`src/rtl/pim_seq_ctrl.sv`:
```
`default_nettype none
// ============================================================================
// Module   : pim_seq_ctrl
// Purpose  : Sequencer for a processing-in-memory macro. It decodes bus
//            accesses into weight and activation beats, steps word-line
//            writes, runs the fixed-length compute and result-wait phases,
//            and holds the result-valid, sticky error and done-interrupt
//            status.
// Ports    : i_clk, i_rst_n (synchronous, active-low)
//            i_valid, i_address           - bus access strobe / address
//            o_weight_in_en/out_en/sel    - weight beat accept, WL write, lane
//            o_WL_address                 - current word line
//            o_activation_in_en/out_en/sel- activation accept, push, lane
//            o_result_in_en/out_en        - result capture / result read
//            o_counter                    - phase counter (saturating)
//            o_busy, o_valid, o_err, o_irq- status
// Revision : 1.0 - initial release
// ============================================================================
module pim_seq_ctrl #(
  parameter logic [31:0] BASE_ADDR    = 32'h4000_0000,
  parameter int          N_LANES      = 4,
  parameter int          WL_DEPTH     = 288,
  parameter int          WORDS_PER_WL = 16,
  parameter int          ACT_WORDS    = 72,
  parameter int          COMP_CYCLES  = 64,
  parameter int          ACT_STRIDE   = 8,
  parameter int          RES_LAT      = 8
) (
  input  logic                        i_clk,
  input  logic                        i_rst_n,
  input  logic                        i_valid,
  input  logic [31:0]                 i_address,
  output logic                        o_weight_in_en,
  output logic                        o_weight_out_en,
  output logic [$clog2(N_LANES)-1:0]  o_weight_sel,
  output logic [$clog2(WL_DEPTH)-1:0] o_WL_address,
  output logic                        o_activation_in_en,
  output logic                        o_activation_out_en,
  output logic [$clog2(N_LANES)-1:0]  o_activation_sel,
  output logic                        o_result_in_en,
  output logic                        o_result_out_en,
  output logic [7:0]                  o_counter,
  output logic                        o_busy,
  output logic                        o_valid,
  output logic                        o_err,
  output logic                        o_irq
);

  localparam int c_SEL_W = $clog2(N_LANES);
  localparam int c_WL_W  = $clog2(WL_DEPTH);

  localparam logic [1:0] c_ST_IDLE = 2'd0;
  localparam logic [1:0] c_ST_ACT  = 2'd1;
  localparam logic [1:0] c_ST_COMP = 2'd2;
  localparam logic [1:0] c_ST_RES  = 2'd3;

  localparam logic [31:0] c_OFF_STATUS = 32'h10;
  localparam logic [31:0] c_OFF_RESULT = 32'h20;
  localparam logic [31:0] c_OFF_CLEAR  = 32'h30;
  localparam logic [31:0] c_OFF_WGT    = 32'h100;
  localparam logic [31:0] c_OFF_ACT    = 32'h200;
  localparam logic [31:0] c_WGT_END    = 32'h100 + 32'(4 * N_LANES);
  localparam logic [31:0] c_ACT_END    = 32'h200 + 32'(4 * N_LANES);
  localparam logic [31:0] c_WIN_SIZE   = 32'h1000;

  localparam logic [15:0]       c_WPW_LAST  = 16'(WORDS_PER_WL - 1);
  localparam logic [15:0]       c_ACT_LAST  = 16'(ACT_WORDS - 1);
  localparam logic [15:0]       c_COMP_LAST = 16'(COMP_CYCLES - 1);
  localparam logic [15:0]       c_STR_LAST  = 16'(ACT_STRIDE - 1);
  localparam logic [15:0]       c_RES_LAST  = 16'(RES_LAT - 1);
  localparam logic [c_WL_W-1:0] c_WL_LAST   = c_WL_W'(WL_DEPTH - 1);

  logic [1:0]         r_state;
  logic [15:0]        r_wcnt;     // weight beats within the current word line
  logic [15:0]        r_acnt;     // activation beats of the current inference
  logic [15:0]        r_ph_cnt;   // cycle count inside COMP / RES
  logic [15:0]        r_str_cnt;  // position inside the activation stride
  logic [c_SEL_W-1:0] r_wsel;
  logic [c_SEL_W-1:0] r_asel;
  logic [c_WL_W-1:0]  r_wl;
  logic               r_wgt_out;
  logic               r_act_out;
  logic               r_res_out;
  logic               r_valid;
  logic               r_err;
  logic               r_irq;

  logic [31:0]        w_off;
  logic               w_in_win;
  logic               w_is_status;
  logic               w_is_rd;
  logic               w_is_clr;
  logic               w_is_wgt;
  logic               w_is_act;
  logic               w_undec;
  logic [c_SEL_W-1:0] w_lane;
  logic               w_busy;
  logic               w_wgt_acc;
  logic               w_act_acc;
  logic               w_res_cap;
  logic               w_err_evt;
  logic [15:0]        w_cnt_sel;

  // Address decode. The window is 4 KiB; the lane index sits in bits above
  // the word offset because the weight/activation bases are 256-aligned.
  always_comb begin
    w_off       = i_address - BASE_ADDR;
    w_in_win    = i_valid && (w_off < c_WIN_SIZE);
    w_is_status = w_in_win && (w_off == c_OFF_STATUS);
    w_is_rd     = w_in_win && (w_off == c_OFF_RESULT);
    w_is_clr    = w_in_win && (w_off == c_OFF_CLEAR);
    w_is_wgt    = w_in_win && (w_off >= c_OFF_WGT) && (w_off < c_WGT_END) &&
                  (w_off[1:0] == 2'b00);
    w_is_act    = w_in_win && (w_off >= c_OFF_ACT) && (w_off < c_ACT_END) &&
                  (w_off[1:0] == 2'b00);
    w_undec     = w_in_win && !(w_is_status || w_is_rd || w_is_clr ||
                                w_is_wgt || w_is_act);
    w_lane      = w_off[c_SEL_W+1:2];
  end

  always_comb begin
    w_busy    = (r_state == c_ST_COMP) || (r_state == c_ST_RES);
    w_wgt_acc = i_rst_n && w_is_wgt && (r_state == c_ST_IDLE);
    w_act_acc = i_rst_n && w_is_act &&
                ((r_state == c_ST_IDLE) || (r_state == c_ST_ACT));
    w_res_cap = (r_state == c_ST_RES) && (r_ph_cnt == c_RES_LAST);
    // Every condition that latches the sticky error; an overrun counts too.
    w_err_evt = w_undec ||
                (w_is_wgt && (r_state != c_ST_IDLE)) ||
                (w_is_act && w_busy) ||
                (w_is_rd && !r_valid) ||
                (w_res_cap && r_valid);
  end

  always_comb begin
    case (r_state)
      c_ST_IDLE: w_cnt_sel = r_wcnt;
      c_ST_ACT:  w_cnt_sel = r_acnt;
      default:   w_cnt_sel = r_ph_cnt;
    endcase
  end

  always_ff @(posedge i_clk) begin
    if (!i_rst_n) begin
      r_state   <= c_ST_IDLE;
      r_wcnt    <= '0;
      r_acnt    <= '0;
      r_ph_cnt  <= '0;
      r_str_cnt <= '0;
      r_wsel    <= '0;
      r_asel    <= '0;
      r_wl      <= '0;
      r_wgt_out <= 1'b0;
      r_act_out <= 1'b0;
      r_res_out <= 1'b0;
      r_valid   <= 1'b0;
      r_err     <= 1'b0;
      r_irq     <= 1'b0;
    end else begin
      r_wgt_out <= 1'b0;
      r_act_out <= 1'b0;
      r_res_out <= 1'b0;
      r_irq     <= 1'b0;

      if (w_wgt_acc) begin
        r_wsel <= w_lane;
        if (r_wcnt == c_WPW_LAST) begin
          r_wcnt    <= '0;
          r_wgt_out <= 1'b1;
        end else begin
          r_wcnt <= r_wcnt + 16'd1;
        end
      end

      // Word line advances one cycle after its write pulse.
      if (r_wgt_out) begin
        r_wl <= (r_wl == c_WL_LAST) ? '0 : r_wl + 1'b1;
      end

      case (r_state)
        c_ST_IDLE, c_ST_ACT: begin
          if (w_act_acc) begin
            r_asel <= w_lane;
            if (r_acnt == c_ACT_LAST) begin
              r_state   <= c_ST_COMP;
              r_acnt    <= '0;
              r_ph_cnt  <= '0;
              r_str_cnt <= '0;
            end else begin
              r_state <= c_ST_ACT;
              r_acnt  <= r_acnt + 16'd1;
            end
          end
        end
        c_ST_COMP: begin
          // Stride counter tracks counter mod ACT_STRIDE without a divider.
          r_act_out <= (r_str_cnt == c_STR_LAST);
          r_str_cnt <= (r_str_cnt == c_STR_LAST) ? '0 : r_str_cnt + 16'd1;
          if (r_ph_cnt == c_COMP_LAST) begin
            r_state  <= c_ST_RES;
            r_ph_cnt <= '0;
          end else begin
            r_ph_cnt <= r_ph_cnt + 16'd1;
          end
        end
        c_ST_RES: begin
          if (r_ph_cnt == c_RES_LAST) begin
            r_state  <= c_ST_IDLE;
            r_ph_cnt <= '0;
            r_irq    <= 1'b1;
          end else begin
            r_ph_cnt <= r_ph_cnt + 16'd1;
          end
        end
        default: r_state <= c_ST_IDLE;
      endcase

      // A fresh capture wins over a read clearing the old result.
      if (w_res_cap) begin
        r_valid <= 1'b1;
      end else if (w_is_rd && r_valid) begin
        r_valid <= 1'b0;
      end
      if (w_is_rd && r_valid) begin
        r_res_out <= 1'b1;
      end

      // A simultaneous error event keeps the flag set over a clear.
      if (w_err_evt) begin
        r_err <= 1'b1;
      end else if (w_is_clr) begin
        r_err <= 1'b0;
      end
    end
  end

  assign o_weight_in_en      = w_wgt_acc;
  assign o_weight_out_en     = r_wgt_out;
  assign o_weight_sel        = r_wsel;
  assign o_WL_address        = r_wl;
  assign o_activation_in_en  = w_act_acc;
  assign o_activation_out_en = r_act_out;
  assign o_activation_sel    = r_asel;
  assign o_result_in_en      = w_res_cap;
  assign o_result_out_en     = r_res_out;
  assign o_counter           = (w_cnt_sel > 16'd255) ? 8'hFF : w_cnt_sel[7:0];
  assign o_busy              = w_busy;
  assign o_valid             = r_valid;
  assign o_err               = r_err;
  assign o_irq               = r_irq;

endmodule
`default_nettype wire

```
`config.mk`:
```
export PLATFORM = sky130hd
export DESIGN_NAME = pim_seq_ctrl
export DESIGN_NICKNAME = d
export VERILOG_FILES = /design/src/rtl/pim_seq_ctrl.sv
export SDC_FILE = /design/constraint.sdc
export NUM_CORES = 1
export LEC_CHECK = 0
export ABC_AREA = 1
export CAP_MARGIN = 20
export CORE_MARGIN = 5
export CORE_UTILIZATION = 53
export CTS_CLUSTER_DIAMETER = 150
export DETAILED_ROUTE_END_ITERATION = 7
export PLACE_DENSITY = 0.84
export SYNTH_ARGS = -nofsm -noshare
export SYNTH_HDL_FRONTEND = slang
export SYNTH_SLANG_ARGS = --single-unit
```
`constraint.sdc`:
```
create_clock -name i_clk -period 2.4 [get_ports i_clk]
set_input_delay 0.36 -clock i_clk [delete_from_list [all_inputs] [get_ports i_clk]]
set_output_delay 0.36 -clock i_clk [all_outputs]
set_load 0.02 [all_outputs]
```
==> metrics.cfg, run 1 <==
[status]
status = finished, final reports clean

[placed_design]
hpwl_um = 11900
detailed_place.area_um2 = 6920
finalWeightedCongestion = 0.969
portBuffers = 65

[layout]
antennaDiodeCount = 0
drive_gt1_share_pct = 16.0
area_delta_synth_final_pct = 28.0
fin_nets = 1104
final_area_um2 = 7280
nFillCells = 864

[clock_network]
path_clk_slew_ns = 0.10
cts_made_buffers = 9
cts_tree = done
cts_root_buf = clkbuf_8
worstSkewPairLatency_ns = 0.38
postCtsHoldBufs = 0
clock_path_buffers = 2
cts_num_sinks = 85
cts_htree_levels = 3

[timing]
fin_crit_sh_pct = 97.4
setup_viol = 0
finalHoldViolCount = 0
worst_pin_slew_ns = 0.643
skew_ns = 0.0132
slew_violations = 0
rsz0062_at_grt = true
max_freq_mhz = 428
period_minus_slack_ns = 2.34
slew_headroom_pct = 57.0
timing.hold.ws_ns = 0.472

[detailed_routing]
num_vias = 6521
vias_per_cell = 5.42
drc = 0
first_pass_iters = 8
ant_nets = 0
drtIter0Drc = 532
routedWlPerCell_um = 13.4
wl_um = 16100

[yosys]
synthTopCellsByArea = dfxtp_1 30%, nand2_1 14%, nor2_1 10%, inv_1 8.4%, nand3_1 6.8%
ys_ff_latch = 85
synth_top_flop_cell = dfxtp_1
syn_area_um2 = 5690
synth-async-reset-ratio_pct = 0
synthCells = 931
yosysUniqueCellTypes = 44
syn_nets = 973
synth_seq_area_share_pct = 29.9
yosysTopAreaCellShare_pct = 29.9
yosysWarnings = 0
syn_avg_cell_area_um2 = 6.11
synth.largest_area_cell = dfxtp_1
synth_edf_count = 0

[power]
share_comb_of_total_power_pct = 41.9
ir_drop_mv = 0.701
leakagePower_uw = 0.00316
swShare_pct = 42.0
internal_power_uw = 2730
p_total_uw = 4710
seqPwrFrac_pct = 32.7
clock_power_share_pct = 25.4
p_per_area_nw_per_um2 = 647
p_sw_uw = 1980

[die]
die_w_um = 114
num_rows = 37
core_um2 = 10400
die_h_um = 114
io_pins = 66
start_util_pct = 54.6
die_area_um2 = 12900

[grt]
overflow = 0
grt_pass1_wl_um = 26700
grt_usage_pct = 24.8
grt_pass1_vias = 5983
grt_max_degree = 38
grt_antenna_before_repair = 0

[worst_hold_path]
hold_path_end = r_ph_cnt[14]
whs_path_depth = 2
hold_path_class = reg2reg
hold_start = r_ph_cnt[14]

[setup_path]
rr_startpoint = r_ph_cnt[0]
crit_required_ns = 2.04
crit_chain = clkdlybuf4s50_1 -> nor2_1 -> nand2_2 -> nor2_4 -> nand2_1 -> nor2_2 -> nand2_2 -> nor2_4 -> nand2_2 -> inv_2 -> buf_6
worst_setup_path_start_kind = input pin
cp_max_fo = 5
cp_slowest_stage_delay_ns = 0.41
cp.arrival_ns = 1.98
ff2ff_setup_slack_ns = 0.36
reg2regPathDepth = 12
timing.critical_path.mode_cell = nand2_2
reg2reg_to = r_ph_cnt[14]
cp-end-kind = output pin
cpMaxStageDelayCell = clkdlybuf4s50_1
critPathKind = in2out

[flow_run]
maxCapViolCount = 0

## stage by stage
| stage | cells | TNS (ns) | util [%] | worst slack (ns) |
|---|---|---|---|---|
| 2_1_floorplan | 931 | 0 | - | 0.308 |
| 3_5_place_dp | 1179 | -16.25 | 66.4 | -0.614 |
| 5_1_grt | 1203 | -0.122 | 69.9 | -0.0242 |
| 4_1_cts | 1196 | -0.0464 | 68.7 | -0.0464 |
| 6_report | 1203 | 0 | 69.9 | 0.0626 |
| 3_3_place_gp | 1179 | -13.28 | 66.4 | -0.579 |
## sequential cells by signal, indices dropped and copies added, names as in the netlist
register	count
o_WL_address	9
o_activation_out_en	1
o_activation_sel	2
o_err	1
o_irq	1
o_result_out_en	1
o_valid	1
o_weight_out_en	1
o_weight_sel	2
r_acnt	16
r_ph_cnt	16
r_state	2
r_str_cnt	16
r_wcnt	16
## final cells by class
cell class              instances  area [um^2]  area share, %
clock buffers                   9          124           1.70
inverters                     135          507           6.96
clock inverters                 7          108           1.48
flip-flops and latches         85         1700           23.4
repair buffers                144         1220           16.8
well taps                     136          170           2.34
multi-input cells             687         3450           47.4
## power by group through the flow
stage                     Combinational (uW)  Clock [uW]  Sequential, uW
after floorplan                         1160           0            1550
after global placement                  2100           0            1560
after detailed placement                2110           0            1560
after CTS                               1930        1190            1530
after global routing                    2130        1250            1550
final                                   1970        1200            1540
## cell usage in the layout, fill, tap and decap left out, types with 3 or more instances in the layout
master / Yosys / layout
o21ai_1: 2 / 8
nand4_1: 30 / 30
nand2_4: 2 / 3
inv_2: 8 / 14
nand3_1: 77 / 77
nor4_1: 11 / 11
nor2_1: 152 / 148
nand2_1: 218 / 211
buf_6: 3 / 4
a21oi_1: 52 / 52
nor2_4: 6 / 8
clkbuf_8: 0 / 9
clkdlybuf4s50_1: 0 / 50
a221oi_1: 3 / 3
o22ai_1: 10 / 8
inv_1: 127 / 121
ha_1: 7 / 5
dlymetal6s2s_1: 0 / 3
buf_2: 6 / 8
buf_4: 2 / 77
o21ai_0: 30 / 24
xor2_1: 14 / 14
nand2_2: 8 / 14
nand3b_1: 5 / 5
nor3_1: 28 / 28
nor2_2: 7 / 9
dfxtp_1: 85 / 83
xnor2_1: 3 / 3
## layer usage
metal	vias to the layer above	wire, um	share of wire (%)	GRT usage [%]
met5	-	0	0	0
met4	0	539	3.4	9.94
met3	55	1100	6.8	4.19
met2	278	7620	47	42.9
met1	2911	6830	42	30.6
li1	3277	-	-	-
## logic make-up after synthesis
family,after synthesis,synth area share (%)
simple gates,556,44.4
buf+inv,159,11.2
xor+xnor,17,2.62
fa+ha+maj,7,1.54
compound gates,107,10.4
flops,85,29.9
## how the worst max path moves through the flow
stage | startpoint | endpoint | slack, ns | depth (start not counted)
final | i_address[19] | o_weight_in_en | 0.06 | 11
after global routing | r_state[1] | o_counter[0] | -0.02 | 9
after CTS | i_address[31] | o_weight_in_en | -0.05 | 15
after detailed placement | i_address[31] | o_weight_in_en | -0.61 | 15
after global placement | i_address[31] | o_weight_in_en | -0.58 | 15
after floorplan | r_state[1] | o_counter[0] | 0.31 | 10
## critical path: cells and delay by family
kind	cells	cell delay (ns)
buf+inv	3	0.60
simple gates	8	1.02
## Yosys cell counts (5+ instances only)
cell / n
nand3_1: 77
o21ai_0: 30
nor4_1: 11
a21oi_1: 52
nor2_1: 152
nand2_2: 8
ha_1: 7
nor3_1: 28
nor2_4: 6
buf_2: 6
inv_2: 8
nand4_1: 30
clkbuf_1: 11
nand3b_1: 5
nor2_2: 7
dfxtp_1: 85
nand2_1: 218
xor2_1: 14
o22ai_1: 10
inv_1: 127
## what timing repair did
action                     4_1_cts  5_1_grt
pin swaps                        8        9
setup endpoints to repair       11       44
setup buffers                    1        8
gates resized for setup         61       32
(Power assumes the default switching activity.)
==> inputs of run 2 (changes only) <==
ABC_CLOCK_PERIOD_IN_PS = 2400   (was default)
HOLD_SLACK_MARGIN = 0.05   (was default)
==> results of run 2 <==
The final DEF is identical to that of run 1; final timing and power are the same.
==> inputs of run 3 (changes only) <==
CORE_MARGIN = 2   (was 5)
==> run 3 against run 2 <==
Sequential cell count stayed put; non-clock buffer count down 2; final area decreased by 1.6%; register-to-register slack worse by 0.02 ns; cell count shrank 0.17%; utilization decreased by 0.80 points; clock skew down 0.0017 ns; total power shrank 6.7%; global-route usage up 2.2 points; combinational power decreased by 3%.
==> metrics.cfg, run 3 (synthesis gave the netlist of run 1 again) <==
[status]
status = finished, final reports clean

[worst_hold_path]
whs_path_depth = 2
hold_path_class = reg2reg
hold_start = r_ph_cnt[14]
hold_path_end = r_ph_cnt[14]

[clock_network]
path_clk_slew_ns = 0.09
cts_htree_levels = 3
worstSkewPairLatency_ns = 0.37
clock_path_buffers = 2
cts_num_sinks = 85
postCtsHoldBufs = 0
cts_root_buf = clkbuf_8
cts_made_buffers = 9
cts_tree = done

[die]
num_rows = 37
die_w_um = 108
io_pins = 66
die_h_um = 108
core_um2 = 10400
start_util_pct = 54.9
die_area_um2 = 11600

[layout]
final_common_cell = nand2_1
area_delta_synth_final_pct = 26.0
nFillCells = 914
fin_cells = 1201
drive_gt1_share_pct = 15.4
mostFrequentLayoutCells = 210 x nand2_1, 148 x nor2_1, 122 x inv_1
antennaDiodeCount = 0
fin_nets = 1102

[timing]
finalHoldViolCount = 0
skew_ns = 0.0114
fin_crit_sh_pct = 98.1
worst_pin_slew_ns = 0.491
slew_violations = 0
period_minus_slack_ns = 2.35
setup_viol = 0
max_freq_mhz = 425
rsz0062_at_grt = true
slew_headroom_pct = 67.0

[grt]
use_met2_pct = 44.8
grt_antenna_before_repair = 0
grt_pass1_vias = 5805
grt_max_degree = 39
gr-usage-met1_pct = 35.5
gr-max-usage-layer = met2
grt_pass1_wl_um = 25500
grt_usage_pct = 27.1
overflow = 0
met3_usage_pct = 5.15

[placed_design]
finalWeightedCongestion = 0.954
dp.cells = 1185
hpwl_um = 11700
portBuffers = 65

[detailed_routing]
routedWlPerCell_um = 12.7
wl_um = 15300
ant_nets = 0
vias_per_cell = 5.34
drtIter0Drc = 530
first_pass_iters = 6
num_vias = 6413
drc = 0

[power]
p_per_area_nw_per_um2 = 613
ir_drop_mv = 0.841
p_total_uw = 4400
leakagePower_uw = 0.00309

[setup_path]
crit_required_ns = 2.04
ff2ff_setup_slack_ns = 0.34
cp_max_fo = 8
worst_setup_path_start_kind = register
reg2regPathDepth = 12
critPathKind = reg2out
cp.arrival_ns = 1.99
cp-end-kind = output pin
rr_startpoint = r_ph_cnt[1]
reg2reg_to = r_ph_cnt[14]

[flow_run]
maxCapViolCount = 0

## run 3: cell types whose count changed in the layout (fill, tap and decap cells not counted), sizes merged
cell and change:
buf -4, clkdlybuf4s50 +2, clkbuf +3, clkdlybuf4s15 -1, bufinv -2, dlymetal6s2s -2, dlygate4sd2 +1, clkinvlp +1
## run 3: layout make-up
type / count / area [um^2] / share of cell area (%)
clock buffer: 10 / 128 / 1.78
inverter: 135 / 507 / 7.07
sequential: 85 / 1710 / 23.8
tap: 136 / 170 / 2.37
clock inverter: 6 / 46.3 / 0.646
timing repair buffer: 142 / 1190 / 16.6
multi-input combinational: 687 / 3420 / 47.7
## run 3: worst max-delay path by stage
stage	from	endpoint	slack, ns	cells after the start
after floorplan	r_state[1]	o_counter[0]	0.31	10
after global placement	i_address[31]	o_weight_in_en	-0.51	15
after detailed placement	i_address[30]	o_weight_in_en	-0.55	14
after CTS	i_address[31]	o_weight_in_en	-0.05	15
after global routing	i_address[13]	o_weight_in_en	-0.04	11
final	r_state[1]	o_counter[3]	0.05	9
## run 3: where the power goes
part,switching [uW],total (uW),internal (uW),leakage [uW]
Combinational,1300,1920,613,0.00232
Clock,558,942,384,0.0000833
Sequential,63.9,1540,1470,0.000686
Total,1920,4400,2470,0.00309
## run 3: through the flow
stage	worst slack [ns]	instance area, um^2	setup TNS, ns	util (%)	hold WS, ns
final	0.0453	7170	0	69.1	0.469
after CTS	-0.0451	7110	-0.0451	68.5	0.468
after floorplan	0.308	5690	0	-	0.434
after global routing	-0.0357	7170	-0.0697	69.1	0.498
after detailed placement	-0.554	6960	-13.64	67.1	0.454
after global placement	-0.511	6960	-9.83	67.1	0.448
## run 3: timing repair
| item | in CTS | in global routing |
|---|---|---|
| gates resized for setup | 48 | 28 |
| setup endpoints to repair | 11 | 16 |
| pin swaps | 0 | 7 |
| setup buffers | 0 | 0 |
## run 3: per-layer routing
metal	share of wire (%)	vias up
met5	0	-
met4	2.7	0
li1	-	3276
met3	6.4	44
met2	46	237
met1	45	2856
## run 3: critical path: stages, from the launching register on
cell	delay (ns)
dfxtp_4	0.39
inv_2	0.06
buf_4	0.15
o22ai_1	0.18
o22ai_1	0.09
nor3_1	0.18
nand2_1	0.08
inv_2	0.12
o21ai_0	0.17
buf_2	0.20
